$ cat config.mk
export PLATFORM = sky130hd
export DESIGN_NAME = reg_share_arbiter
export DESIGN_NICKNAME = d
export VERILOG_FILES = /design/src/rtl/reg_share_arbiter.sv
export SDC_FILE = /design/constraint.sdc
export NUM_CORES = 1
export LEC_CHECK = 0
export CORE_AREA = 2 2 52 54
export DETAILED_ROUTE_END_ITERATION = 10
export DIE_AREA = 0 0 54 56
export GPL_TIMING_DRIVEN = 0
export MAX_ROUTING_LAYER = met4
export PLACE_DENSITY = 0.75
export SKIP_LAST_GASP = 1
export SLEW_MARGIN = 20
export SYNTH_ARGS = -nofsm -noshare
export SYNTH_HDL_FRONTEND = slang
export SYNTH_SLANG_ARGS = --single-unit
$ cat constraint.sdc
create_clock -name clk -period 2.1 [get_ports clk]
set_clock_uncertainty 0.1 [all_clocks]
set_input_delay 0.525 -clock clk [delete_from_list [all_inputs] [get_ports clk]]
set_output_delay 0.525 -clock clk [all_outputs]
set_load 0.02 [all_outputs]
$ cat src/rtl/reg_share_arbiter.sv
// Round-robin arbiter sharing one WIDTH-bit pipeline register between two load
// requesters and a clear source; issues one-cycle strobes followed by a hold-off.
module reg_share_arbiter #(
    parameter int unsigned WIDTH       = 10,
    parameter int unsigned HOLD_CYCLES = 2
) (
    input  logic             clk,
    input  logic             rst,
    input  logic             req0,
    input  logic [WIDTH-1:0] data0,
    input  logic             req1,
    input  logic [WIDTH-1:0] data1,
    input  logic             clr_req,
    output logic             gnt0,
    output logic             gnt1,
    output logic [WIDTH-1:0] reg_d,
    output logic             reg_load,
    output logic             reg_clr,
    output logic             busy,
    output logic             last_src
);

    localparam int unsigned CNT_W     = (HOLD_CYCLES > 0) ? $clog2(HOLD_CYCLES + 1) : 1;
    localparam int unsigned HOLD_INIT = (HOLD_CYCLES > 0) ? HOLD_CYCLES - 1 : 0;

    typedef enum logic [1:0] {
        ST_IDLE  = 2'd0,
        ST_LOAD  = 2'd1,
        ST_CLEAR = 2'd2,
        ST_HOLD  = 2'd3
    } state_t;

    state_t             state_q, state_d;
    logic [CNT_W-1:0]   cnt_q, cnt_d;
    logic               clr_pend_q, clr_pend_d;
    logic [WIDTH-1:0]   reg_d_q, reg_d_d;
    logic               last_src_q, last_src_d;
    logic               reg_load_q, reg_load_d;
    logic               reg_clr_q, reg_clr_d;
    logic               gnt0_q, gnt0_d;
    logic               gnt1_q, gnt1_d;
    logic               busy_q, busy_d;
    logic               win_c;

    // State register and registered outputs; reset drops any strobe at once.
    always_ff @(posedge clk or negedge rst) begin
        if (!rst) begin
            state_q    <= ST_IDLE;
            cnt_q      <= '0;
            clr_pend_q <= 1'b0;
            reg_d_q    <= '0;
            last_src_q <= 1'b1;
            reg_load_q <= 1'b0;
            reg_clr_q  <= 1'b0;
            gnt0_q     <= 1'b0;
            gnt1_q     <= 1'b0;
            busy_q     <= 1'b0;
        end else begin
            state_q    <= state_d;
            cnt_q      <= cnt_d;
            clr_pend_q <= clr_pend_d;
            reg_d_q    <= reg_d_d;
            last_src_q <= last_src_d;
            reg_load_q <= reg_load_d;
            reg_clr_q  <= reg_clr_d;
            gnt0_q     <= gnt0_d;
            gnt1_q     <= gnt1_d;
            busy_q     <= busy_d;
        end
    end

    // Next-state logic; outputs are decoded from the next state so they are
    // valid in the cycle the state is occupied.
    always_comb begin
        state_d    = state_q;
        cnt_d      = cnt_q;
        clr_pend_d = clr_pend_q;
        reg_d_d    = reg_d_q;
        last_src_d = last_src_q;
        win_c      = 1'b0;

        case (state_q)
            ST_IDLE: begin
                if (clr_pend_q || clr_req) begin
                    state_d    = ST_CLEAR;
                    clr_pend_d = 1'b0;
                    reg_d_d    = '0;
                end else if (req0 || req1) begin
                    // Tie goes to whichever requester was not served last.
                    win_c      = (req0 && req1) ? ~last_src_q : req1;
                    state_d    = ST_LOAD;
                    last_src_d = win_c;
                    reg_d_d    = win_c ? data1 : data0;
                end
            end
            ST_LOAD, ST_CLEAR: begin
                if (clr_req) begin
                    clr_pend_d = 1'b1;
                end
                if (HOLD_CYCLES == 0) begin
                    state_d = ST_IDLE;
                end else begin
                    state_d = ST_HOLD;
                    cnt_d   = CNT_W'(HOLD_INIT);
                end
            end
            ST_HOLD: begin
                if (clr_req) begin
                    clr_pend_d = 1'b1;
                end
                if (cnt_q == '0) begin
                    state_d = ST_IDLE;
                end else begin
                    cnt_d = cnt_q - CNT_W'(1);
                end
            end
            default: begin
                state_d = ST_IDLE;
            end
        endcase

        reg_load_d = (state_d == ST_LOAD);
        reg_clr_d  = (state_d == ST_CLEAR);
        gnt0_d     = (state_d == ST_LOAD) && !last_src_d;
        gnt1_d     = (state_d == ST_LOAD) && last_src_d;
        busy_d     = (state_d != ST_IDLE);
    end

    assign gnt0     = gnt0_q;
    assign gnt1     = gnt1_q;
    assign reg_d    = reg_d_q;
    assign reg_load = reg_load_q;
    assign reg_clr  = reg_clr_q;
    assign busy     = busy_q;
    assign last_src = last_src_q;

endmodule

==> results.sh, run 1 <==
export IMPL_status="completed"
export IMPL_worstSetupEndpointType="flip-flop"
export IMPL_cap_viol_max_count=0
export IMPL_crit_slowest_cell="clkdlybuf4s50_1"
export IMPL_start_kind="input port"
export IMPL_most_common_layout_cells="clkdlybuf4s50_1, dfrtp_1, nand2_1, mux2i_1, o21ai_0"
export IMPL_place_congestion=0.780
export IMPL_reg2reg_depth=5
export IMPL_grt_antenna_before_repair=0
export IMPL_netlist_area_um2=1000
export IMPL_dp_hpwl_um=1770
export IMPL_yosysSeqAreaShare=0.525
export IMPL_crit_buf_inv=1
export IMPL_wire_per_inst_um=14.2
export IMPL_grt_ovfl_total=0
export IMPL_h_tree_depth=1
export IMPL_seqPwrFrac=0.356
export IMPL_hold_buffers=0
export IMPL_numCtsBuffers=3
export IMPL_postSynthCellCount=88
export IMPL_hold_ws_ns=0.396
export IMPL_avgSynthCellArea_um2=11.4
export IMPL_crit_arrival_ns=2.15
export IMPL_critPathKind="input port to flip-flop"
export IMPL_timing_fmax_mhz=501
export IMPL_cp_depth=4
export IMPL_nets=162
export IMPL_core_area_um2=2430
export IMPL_synth_cell_types=28
export IMPL_vdd_drop_max_mv=0.773
export IMPL_drive_above_1_share=0.0758
export IMPL_min_path_type="flip-flop to flip-flop"
export IMPL_drcViolationCount=0
export IMPL_cts_root_buf="clkbuf_4"
export IMPL_drtPass1Iterations=3
export IMPL_drtIter0Drc=13
export IMPL_post_cts_buffers=0
export IMPL_ys_ff_latch=21
export IMPL_worst_pin_slew_ns=0.936
export IMPL_dieArea_um2=3020
export IMPL_die_height_um=56
export IMPL_grt_pass1_vias=821
export IMPL_cts_buffer_depth=2
export IMPL_multi_input_area_um2=468
export IMPL_num_rows=18
export IMPL_grt_total_usage=0.176
export IMPL_viasPerCell=5.01
export IMPL_n_antenna_cell=0
export IMPL_ant_nets=0
export IMPL_finalSetupViolations=0
export IMPL_whs_path_depth=2
export IMPL_totalWireLength_um=2300
export IMPL_swShare=0.400
export IMPL_internal_power_w=0.00112
export IMPL_vias=812
export IMPL_clk_pin_slew_ns=0.12
export IMPL_rsz0062_at_grt="no"
export IMPL_final_common_cell="clkdlybuf4s50_1"
export IMPL_ios=41
export IMPL_regArea_um2=527
export IMPL_relSlewSlack=0.374
export IMPL_switchingPower_w=0.000748
export IMPL_dp_slack_ns=-0.284
export IMPL_io_buffers=40
export IMPL_crit_family="simple AND/OR/NAND/NOR gates"
export IMPL_clk_latency_ns=0.30
export IMPL_grt_first_pass_wirelength_um=3790
export IMPL_worstPathRequired_ns=2.25
export IMPL_grt_max_degree=22
export IMPL_period_minus_slack_ns=2.00
export IMPL_dpl_cell_area_um2=1440
export IMPL_hold_violations=0
export IMPL_path_cells="clkdlybuf4s50_1, or3_1, a311oi_4, and2_1"
export IMPL_critPathMaxFanout=6
export IMPL_cts_tree="yes"
export IMPL_pwr_share_clk=0.106
export IMPL_start_util=0.413
export IMPL_p_per_area_nw_per_um2=1260
export IMPL_fill_cells=212
export IMPL_cts_sinks=21
export IMPL_max_stage_delay_ns=0.55
export IMPL_die_w_um=54
export IMPL_power_frac_comb=0.538
export IMPL_slew_violations=0
export IMPL_p_leak_nw=0.640
export IMPL_synth_nets=117
export IMPL_fin_area_um2=1480
export IMPL_utilization=0.610
export IMPL_setup_slack_ns=0.103
export IMPL_syn2layout_area_growth_pct=47.8
export IMPL_yosys_warnings=0
export IMPL_period_share=0.951
-- state kept, by name (all words and copies together), names as in the netlist --
register	flops
clr_pend_q	1
reg_d	10
last_src	1
busy	1
gnt1	1
gnt0	1
state_q	2
cnt_q	2
reg_load	1
reg_clr	1
-- power groups by stage --
stage | registers (W) | clock network (W) | logic [W]
3_5_place_dp | 0.000674 | 0 | 0.00101
4_1_cts | 0.000665 | 0.000204 | 0.00101
6_report | 0.000667 | 0.000198 | 0.00101
3_3_place_gp | 0.000659 | 0 | 0.000986
5_1_grt | 0.000686 | 0.000226 | 0.00110
2_1_floorplan | 0.000796 | 0 | 0.000488
-- cell type report --
type	count	area share
inverter	5	0.0127
clock inverter	1	0.00338
tap	30	0.0253
buffer	1	0.00338
clock buffer	3	0.0152
sequential	21	0.355
timing repair buffer	40	0.269
multi-input combinational	61	0.316
-- routing by layer --
| metal | wire length (um) | track usage |
|---|---|---|
| met2 | 1260 | 0.287 |
| met1 | 937 | 0.206 |
| met4 | 27 | 0.0750 |
| met5 | 0 | - |
| met3 | 72 | 0.0323 |
-- Yosys cell counts --
| master | count | share of area |
|---|---|---|
| o21ai_0 | 10 | 0.050 |
| a21boi_0 | 1 | 0.0075 |
| dfstp_2 | 1 | 0.026 |
| nand2b_1 | 1 | 0.0062 |
| buf_2 | 1 | 0.0050 |
| nor3b_1 | 1 | 0.0075 |
| and2_1 | 1 | 0.0062 |
| a22o_1 | 1 | 0.0087 |
| or3_1 | 1 | 0.0062 |
| xor2_1 | 1 | 0.0087 |
| nand3b_1 | 1 | 0.0075 |
| or3b_2 | 1 | 0.0087 |
| nor4bb_1 | 2 | 0.020 |
| nor2_1 | 5 | 0.019 |
| dfrtp_1 | 20 | 0.50 |
| a22oi_1 | 1 | 0.0075 |
| mux2i_1 | 11 | 0.11 |
| inv_1 | 5 | 0.019 |
| o22a_1 | 1 | 0.0087 |
| o21bai_1 | 1 | 0.0075 |
| nor3_1 | 1 | 0.0050 |
| or3b_1 | 1 | 0.0087 |
| nor2b_1 | 1 | 0.0062 |
| nand2_1 | 11 | 0.041 |
| ha_1 | 4 | 0.050 |
| a311oi_4 | 1 | 0.026 |
| o41ai_2 | 1 | 0.016 |
| a32oi_1 | 1 | 0.0087 |
-- final timing paths --
path | from | end | slack [ns]
max reg2reg | state_q[0] | reg_d[3] | 0.17
min in group asynchronous | rst | clr_pend_q | 0.63
min reg2reg | reg_d[0] | reg_d[0] | 0.40
min | reg_d[0] | reg_d[0] | 0.40
max in group asynchronous | rst | cnt_q[1] | 0.70
max | req1 | reg_clr | 0.10
-- worst min-delay path, delay by kind of cell, from the launching register on --
family	cells	cell delay (ns)
compound gates	1	0.06
flops	1	0.36
simple gates	1	0.04
-- kinds of logic after synthesis --
logic type | after synthesis | synth area share
xor+xnor | 1 | 0.00873
flops | 21 | 0.525
mux | 11 | 0.110
buf+inv | 6 | 0.0237
compound gates | 18 | 0.141
simple gates | 27 | 0.142
fa+ha+maj | 4 | 0.0499
-- metrics by stage --
| stage | cells | TNS [ns] | power, W |
|---|---|---|---|
| 3_5_place_dp | 158 | -3.54 | 0.00168 |
| 4_1_cts | 162 | 0 | 0.00188 |
| 2_1_floorplan | 88 | 0 | 0.00128 |
| 5_1_grt | 162 | 0 | 0.00201 |
| 3_3_place_gp | 158 | -2.75 | 0.00165 |
| 6_report | 162 | 0 | 0.00187 |
-- repair_timing --
item,in CTS,in global routing
pin swaps,0,0
resized for setup,1,2
endpoints found under the setup margin,1,8
Note: power is estimated with default switching activity, not from simulation.
==> run 2: changes to the inputs <==
Settings changed: ABC_AREA set to 1, CORE_AREA 2 2 52 54 to 2 2 54 56, DIE_AREA 0 0 54 56 to 0 0 56 58, PLACE_DENSITY 0.75 to 0.83.
==> results.sh, run 2 <==
export IMPL_viasPerCell=4.83
export IMPL_path_cells="clkdlybuf4s50_1"
export IMPL_dieArea_um2=3250
export IMPL_crit_slowest_cell="clkdlybuf4s50_1"
export IMPL_ios=41
export IMPL_cap_viol_max_count=0
export IMPL_h_tree_depth=1
export IMPL_min_path_type="flip-flop to flip-flop"
export IMPL_fill_cells=236
export IMPL_clk_latency_ns=0.29
export IMPL_core_area_um2=2660
export IMPL_multi_input_area_um2=455
export IMPL_timing_fmax_mhz=527
export IMPL_grt_first_pass_wirelength_um=4330
export IMPL_start_util=0.405
export IMPL_drive_above_1_share=0.0909
export IMPL_grt_pass1_vias=1031
export IMPL_hold_violations=0
export IMPL_fin_area_um2=1540
export IMPL_place_congestion=0.931
export IMPL_period_share=0.903
export IMPL_largest_reg_flops=10
export IMPL_critPathKind="flip-flop to primary output"
export IMPL_crit_family="buffers and inverters"
export IMPL_ys_top_cells_by_area="dfrtp_1, nand2_1, inv_1, nand3_1, o21ai_0"
export IMPL_ant_nets=0
export IMPL_wire_per_inst_um=11.7
export IMPL_hold_buffers=0
export IMPL_avgSynthCellArea_um2=8.17
export IMPL_rsz0062_at_grt="no"
export IMPL_vdd_drop_max_mv=0.899
export IMPL_clk_pin_slew_ns=0.11
export IMPL_syn2layout_area_growth_pct=43.0
export IMPL_drcViolationCount=0
export IMPL_yosysTopAreaCell="dfrtp_1"
export IMPL_yosys_warnings=0
export IMPL_die_w_um=56
export IMPL_period_minus_slack_ns=1.90
export IMPL_postSynthCellCount=132
export IMPL_r2r_setup_slack_ns=0.56
export IMPL_grt_antenna_before_repair=0
export IMPL_totalWireLength_um=2420
export IMPL_synth_cell_types=19
export IMPL_synth_most_common_cell="nand2_1"
export IMPL_crit_buf_inv=1
export IMPL_n_antenna_cell=0
export IMPL_netlist_area_um2=1080
export IMPL_synth_top_area_frac=0.464
export IMPL_slew_violations=0
export IMPL_cts_buffer_depth=2
export IMPL_relSlewSlack=0.386
export IMPL_most_common_layout_cells="nand2_1, clkdlybuf4s50_1, inv_1"
export IMPL_max_stage_delay_ns=0.61
export IMPL_final_common_cell="nand2_1"
export IMPL_worst_pin_slew_ns=0.918
export IMPL_p_per_area_nw_per_um2=1170
export IMPL_start_kind="flip-flop"
export IMPL_finalSetupViolations=0
export IMPL_yosysSeqAreaShare=0.488
export IMPL_utilization=0.579
export IMPL_ys_ff_latch=21
export IMPL_critPathMaxFanout=2
export IMPL_drtPass1Iterations=4
export IMPL_numCtsBuffers=3
export IMPL_worstPathRequired_ns=1.47
export IMPL_cts_root_buf="clkbuf_4"
export IMPL_power_total_w=0.00181
export IMPL_grt_ovfl_total=0
export IMPL_yosys_top_cells_count="nand2_1, inv_1, dfrtp_1, nand3_1, o21ai_0"
export IMPL_grt_total_usage=0.170
export IMPL_async_reset_ff_frac=1.00
export IMPL_grt_max_degree=22
export IMPL_regArea_um2=527
export IMPL_setup_tns_ns=0
export IMPL_synthFlopType="dfrtp_1"
export IMPL_num_rows=19
export IMPL_die_height_um=58
export IMPL_dp_hpwl_um=1910
export IMPL_dpl_cell_area_um2=1520
export IMPL_io_buffers=40
export IMPL_cts_tree="yes"
export IMPL_crit_arrival_ns=1.27
export IMPL_worstSetupEndpointType="primary output"
export IMPL_synth_edf_count=0
export IMPL_nets=206
export IMPL_cts_sinks=21
export IMPL_vias=1000
export IMPL_p_leak_nw=0.747
export IMPL_status="completed"
export IMPL_synth_nets=161
export IMPL_drtIter0Drc=57
## run 2: area by class of cell
class / count / area share
Clock buffer: 4 / 0.0170
Timing Repair Buffer: 40 / 0.259
Tap cell: 31 / 0.0251
Buffer: 2 / 0.00811
Sequential cell: 21 / 0.341
Multi-Input combinational cell: 87 / 0.295
Inverter: 22 / 0.0543
## run 2: where the power goes
part | total, W | internal (W) | switching [W]
Sequential | 0.000650 | 0.000567 | 0.0000834
Combinational | 0.000975 | 0.000402 | 0.000573
Clock | 0.000183 | 0.0000738 | 0.000109
Total | 0.00181 | 0.00104 | 0.000766
## run 2: through the flow
step	setup slack, ns	hold slack (ns)	std cells
2_1_floorplan	0.777	0.129	132
3_3_place_gp	0.159	0.409	203
3_5_place_dp	0.121	0.417	203
4_1_cts	0.186	0.433	207
5_1_grt	0.148	0.467	207
6_report	0.204	0.435	207
## run 2: kinds of logic (layout without fill, tap and decap cells)
group | Yosys count | in the layout | synth area share
and+or+nand+nor | 68 | 68 | 0.299
buffers and inverters | 24 | 68 | 0.0893
DFF | 21 | 21 | 0.488
AOI/OAI and AO/OA | 15 | 15 | 0.0766
adders and majority gates | 4 | 4 | 0.0464
## run 2: per-layer routing
layer	share of wire	GRT usage
met5	0	-
met4	0	0.0442
met3	0.074	0.0402
met2	0.48	0.297
met1	0.45	0.197
## run 2: tightest hold or removal path, stage by stage, from the launching register on
cell and delay, ns:
dfstp_2 0.40, nand2_1 0.06, nand2_1 0.07
## run 2: final timing paths
| kind | startpoint | end | cells after the start |
|---|---|---|---|
| worst min register to register | last_src | last_src | 2 |
| worst max register to register | state_q[0] | reg_d[8] | 4 |
| max in group asynchronous | rst | reg_d[8] | 1 |
| worst min-delay path | last_src | last_src | 2 |
| min in group asynchronous | rst | reg_d[6] | 1 |
| worst max-delay path | reg_d[3] | reg_d[3] | 1 |
## run 2: timing repair
item | CTS | global route
gates resized for setup | 1 | 0
setup endpoints to repair | 1 | 0
buffers inserted | 0 | 0
